`config.mk`:
```
export PLATFORM = sky130hd
export DESIGN_NAME = lsu_rmw
export DESIGN_NICKNAME = d
export VERILOG_FILES = /design/src/rtl/lsu_rmw.sv
export SDC_FILE = /design/constraint.sdc
export NUM_CORES = 1
export LEC_CHECK = 0
export CORE_ASPECT_RATIO = 2
export CORE_MARGIN = 2
export CORE_UTILIZATION = 40
export DETAILED_ROUTE_END_ITERATION = 8
export GPL_ROUTABILITY_DRIVEN = 0
export HOLD_SLACK_MARGIN = 0.05
export MAX_ROUTING_LAYER = met4
export PLACE_DENSITY = 0.8
export SYNTH_ARGS = -nofsm -noshare
export SYNTH_HDL_FRONTEND = slang
export SYNTH_SLANG_ARGS = --single-unit
export TNS_END_PERCENT = 50
```
`constraint.sdc`:
```
create_clock -name clk -period 2.5 [get_ports clk]
set_input_delay 0.5 -clock clk [delete_from_list [all_inputs] [get_ports clk]]
set_output_delay 0.5 -clock clk [all_outputs]
set_load 0.1 [all_outputs]
```
`src/rtl/lsu_rmw.sv`:
```
// Purpose: MEM-stage load/store unit in front of a word-only data memory; sub-word stores become read-modify-write.
// Latency: loads and sw take 0 extra cycles; sb/sh read in cycle 1 and write the merged word in cycle 2.
// Backpressure: stall is raised for exactly one cycle while an sb/sh reads the old word; no other stall source.
module lsu_rmw #(
  parameter int MEM_WORDS = 64
) (
  input  logic        clk,
  input  logic        reset,
  input  logic        mem_read,
  input  logic        mem_write,
  input  logic [2:0]  funct3,
  input  logic [31:0] addr,
  input  logic [31:0] wdata,
  output logic [31:0] rdata,
  output logic        stall,
  output logic        fault,
  output logic        dm_we,
  output logic [31:0] dm_a,
  output logic [31:0] dm_wd,
  input  logic [31:0] dm_rd
);

  typedef enum logic {IDLE, MERGE} state_t;

  localparam logic [29:0] WORDS = 30'(MEM_WORDS);

  state_t      state;
  logic [31:0] s_addr;
  logic [31:0] s_word;

  logic        ld_ok, st_ok, acc, sz_h, sz_w, misal, oor, go;
  logic        ld_go, sw_go, sub_st;
  logic [7:0]  ld_byte;
  logic [15:0] ld_half;
  logic [31:0] ld_ext;
  logic [31:0] merged;

  // Request decode: a conflicting read+write or an unsupported funct3 is treated as no access.
  always_comb begin
    ld_ok  = mem_read && !mem_write && (funct3 inside {3'b000, 3'b001, 3'b010, 3'b100, 3'b101});
    st_ok  = mem_write && !mem_read && (funct3 inside {3'b000, 3'b001, 3'b010});
    acc    = (ld_ok || st_ok) && (state == IDLE) && !reset;
    sz_h   = (funct3[1:0] == 2'b01);
    sz_w   = (funct3[1:0] == 2'b10);
    misal  = (sz_w && (addr[1:0] != 2'b00)) || (sz_h && addr[0]);
    oor    = (addr[31:2] >= WORDS);
    fault  = acc && (misal || oor);
    go     = acc && !fault;
    ld_go  = go && ld_ok;
    sw_go  = go && st_ok && sz_w;
    sub_st = go && st_ok && !sz_w;
  end

  // Load lane extraction and sign/zero extension; zero unless a valid load is being serviced.
  always_comb begin
    ld_byte = dm_rd[{addr[1:0], 3'b000} +: 8];
    ld_half = addr[1] ? dm_rd[31:16] : dm_rd[15:0];
    case (funct3)
      3'b000:  ld_ext = {{24{ld_byte[7]}}, ld_byte};
      3'b001:  ld_ext = {{16{ld_half[15]}}, ld_half};
      3'b100:  ld_ext = {24'h0, ld_byte};
      3'b101:  ld_ext = {16'h0, ld_half};
      default: ld_ext = dm_rd;
    endcase
    rdata = ld_go ? ld_ext : 32'h0;
  end

  // Old word with the addressed byte/half lane replaced by the store data.
  always_comb begin
    merged = dm_rd;
    if (sz_h) merged[{addr[1], 4'b0000} +: 16] = wdata[15:0];
    else      merged[{addr[1:0], 3'b000} +: 8] = wdata[7:0];
  end

  // Memory port: MERGE replays the saved address/word, otherwise the live request drives it.
  always_comb begin
    stall = sub_st;
    dm_we = !reset && ((state == MERGE) || sw_go);
    dm_a  = (state == MERGE) ? s_addr : addr;
    dm_wd = (state == MERGE) ? s_word : wdata;
  end

  // RMW sequencer: capture the merged word on the read cycle, write it back on the next.
  always_ff @(posedge clk) begin
    if (reset) begin
      state  <= IDLE;
      s_addr <= 32'h0;
      s_word <= 32'h0;
    end else begin
      case (state)
        IDLE: begin
          if (sub_st) begin
            s_addr <= addr;
            s_word <= merged;
            state  <= MERGE;
          end
        end
        default: state <= IDLE;
      endcase
    end
  end

endmodule

```
==> metrics.md <==
| Metric | Value |
|---|---|
| Antenna cells | 0 |
| Leakage Power | 3.59 nW |
| Post-CTS Hold Fix Bufs | 0 |
| Seq/Total Area, Yosys | 26.3% |
| DRC Markers | 0 |
| Synth async-reset ratio | 0% |
| CTS Buffer Depth | 2 |
| TritonCTS Buffers | 9 |
| Post-Synth Simple-Gate Area | 21.2% |
| Wl on met1 | 6730 um |
| Mux contribution to synthesized area | 27.5% |
| Maximum vdd drop | 0.440 mV |
| Die Y | 161 um |
| CTS tree | done |
| Reg2reg path depth | 6 |
| Flop pwr share | 27.5% |
| Synth area leaders | dfxtp_1 (26%), mux2_2 (14%), mux2i_1 (12%) |
| Area Overhead vs Synth | 91.3% |
| Number of global-route vias before repair | 5844 |
| Crit start category | input pin |
| Int Pwr | 2.49 mW |
| Cells after Synth | 507 |
| Post-Synth Adder-Cell Area | 1.27% |
| First-pass GRT wire length | 30600 um |
| Synthesized Nets | 615 |
| Initial antenna violation count | 0 |
| Hold crit path type | register to register |
| Path type of the worst setup path | input pin to primary output |
| Vias | 5438 |
| Grt ovf | 0 |
| Setup crit end kind | primary output |
| Global-route usage over all layers | 31.1% |
| RSZ-0062 raised after global routing | yes |
| Cell Area, Synth | 4940 um^2 |
| Top Layer Used | met4 |
| CP required | 2.00 ns |
| Root Buffer | clkbuf_16 |
| Syn avg cell area | 9.75 um^2 |
| Fin. Hold Viols | 0 |
| CP arrival | 2.42 ns |
| Row Count | 57 |
| Compound-Gate Fraction of Synth Area | 18.2% |
| Failing checks | negative setup slack |
| Setup Skew | 0.00285 ns |
| Post-synth EDFFs | 0 |
| Number of DRC markers in iteration 0 | 352 |
| Status | finished with violations |
| H-tree Lvls | 3 |
| Fin Setup TNS | -11.71 ns |
| Die width | 82.6 um |
| Area of the die | 13300 um^2 |
| Fin nets | 871 |
| Port Buffer Count | 201 |
| Sw Share | 34.0% |
| Period Utilization, post-route | 117% |
| Psw | 1.28 mW |
| ANT nets after route | 0 |
| Layout cells sized above 1 | 47.6% |
| I/O pin total | 202 |
| PwrDens | 399 nW/um^2 |
| Combinational power share | 37.7% |
| Largest family of logic cells by synthesized area | multiplexers |
| Hold slack | 0.473 ns |
| Worst-Margin Slew | 0.794 ns |
| XOR/XNOR Fraction of Synth Area | 0.177% |
| CTS clk-pin slew, worst paths | 0.05 ns |
| Drt pass-1 iters | 5 |
| Post-synthesis register bit count | 65 |
| Initial Util | 40.8% |
| Max transition margin | 46.7% |
| Vias/cell | 5.95 |
| Worst-skew pair later-pin latency | 0.33 ns |
| Worst hold stages | 1 |
| Max-slew violation count | 0 |
| Top FF cell, synth | dfxtp_1 |
| Sink Count | 65 |
| Synthesis Warnings | 0 |
| Cell variety after synth | 54 |
| Met2 Wirelength | 10800 um |
| Mean routed wirelength per cell | 22.3 um |
| Wire length on met3 | 1160 um |
| Pin count of the biggest net entering global routing | 86 |
| Post-layout min period | 2.92 ns |
| Fmax achieved | 343 MHz |
| Final WL | 20400 um |
| Crit Path Max Fanout | 6 |
| Synth area leader | dfxtp_1 |
| Core area | 12100 um^2 |
| Synth top area share | 26.3% |
| Setup ws final | -0.419 ns |
| Post-DP HPWL | 14800 um |
| Final setup fails | 35 |
| Max Cap Viol | 0 |
| Clk pwr share | 34.9% |
## sequential cells by signal, indices dropped and copies added (netlist names)
register,count
s_word,32
s_addr,32
state,1
## layout make-up
cell class	count	area, um^2
Tap cell	147	184
Sequential cell	65	1300
Fill cell	738	2670
Clock inverter	2	35.0
Inverter	10	50.0
Multi-Input combinational cell	385	3830
Clock buffer	13	280
Timing Repair Buffer	292	3770
## synthesized netlist by cell type, types with 3 or more instances
cell / count
a22oi_1: 22
nor3_1: 5
nor2_1: 8
inv_1: 9
nor4_4: 4
mux2_1: 7
a221oi_1: 16
mux2_2: 63
o21ai_1: 3
buf_4: 3
a21oi_1: 26
buf_2: 10
o21ai_0: 3
a2111oi_2: 4
clkbuf_1: 30
buf_6: 3
o22a_1: 6
a211o_1: 16
nand2b_1: 34
nor4_2: 4
dfxtp_1: 65
nor2b_1: 17
nand2_1: 4
nand3b_1: 4
nor3_2: 17
or3b_1: 3
ha_1: 5
o211ai_1: 3
mux2i_1: 57
nor3b_1: 24
## metrics by stage
step / instances / setup WS (ns) / area, um^2 / power (mW) / util, %
5_1_grt: 914 / -0.483 / 9460 / 3.87 / 78.0
3_3_place_gp: 883 / -0.717 / 8930 / 2.41 / 73.6
4_1_cts: 906 / -0.463 / 9290 / 3.74 / 76.6
6_report: 914 / -0.419 / 9460 / 3.77 / 78.0
2_1_floorplan: 507 / -0.868 / 5370 / 1.82 / -
3_5_place_dp: 883 / -0.779 / 8930 / 2.43 / 73.6
## power groups by stage
stage	logic (mW)	registers, mW	clock network (mW)
final	1.42	1.04	1.32
after floorplan	0.763	1.06	0
after global routing	1.47	1.04	1.36
after detailed placement	1.38	1.06	0
after CTS	1.38	1.04	1.33
after global placement	1.35	1.06	0
## kinds of logic (layout without fill, tap and decap cells)
| logic type | Yosys count | in the layout |
|---|---|---|
| AO/OA/AOI/OAI | 113 | 113 |
| adder cells (fa/ha/maj) | 5 | 5 |
| XOR/XNOR | 1 | 1 |
| flip-flops | 65 | 65 |
| AND/OR/NAND/NOR | 138 | 139 |
| buffers and inverters | 58 | 317 |
| multiplexers | 127 | 127 |
## routing by layer
| metal | track usage [%] | vias up |
|---|---|---|
| met5 | - | - |
| met4 | 23.0 | 0 |
| met3 | 5.25 | 113 |
| met2 | 51.3 | 279 |
| met1 | 31.8 | 2608 |
| li1 | - | 2438 |
## path summary, 6_finish.rpt
| kind | from | endpoint | slack [ns] |
|---|---|---|---|
| hold reg to reg | s_addr[23] | s_addr[23] | 0.47 |
| setup / recovery | mem_write | rdata[22] | -0.42 |
| setup reg to reg | state | s_word[0] | 0.43 |
| hold / removal | s_addr[23] | s_addr[23] | 0.47 |
## worst max-delay path, cell delays in order
cell      delay, ns
buf_6          0.09
nand2b_4       0.13
or4b_4         0.56
or3_4          0.48
buf_4          0.22
nor3_4         0.23
buf_12         0.20
## placed cells by master (no fill, tap or decap), drive strengths merged, types with 3 or more instances in the layout
master and n:
clkbuf 17, mux2 70, o21ai 6, nor2b 17, nor2 8, o211ai 3
buf 214, clkdlybuf4s15 4, a22oi 22, nand3b 4, nor3 22, mux2i 57
nor3b 24, inv 10, nand2b 34, a211o 16, clkdlybuf4s50 70, nor4 10
o22a 6, a2111oi 7, ha 5, a221oi 16, or3b 3, nand2 4
a21oi 26, or3 3, dfxtp 65, or4b 3
## what timing repair did
item | CTS | global route
resized for setup | 130 | 41
endpoints found under the setup margin | 85 | 77
cloned | 1 | 1
buffers inserted | 7 | 9
pin swaps | 27 | 16
Note: power is estimated with default switching activity, not from simulation.
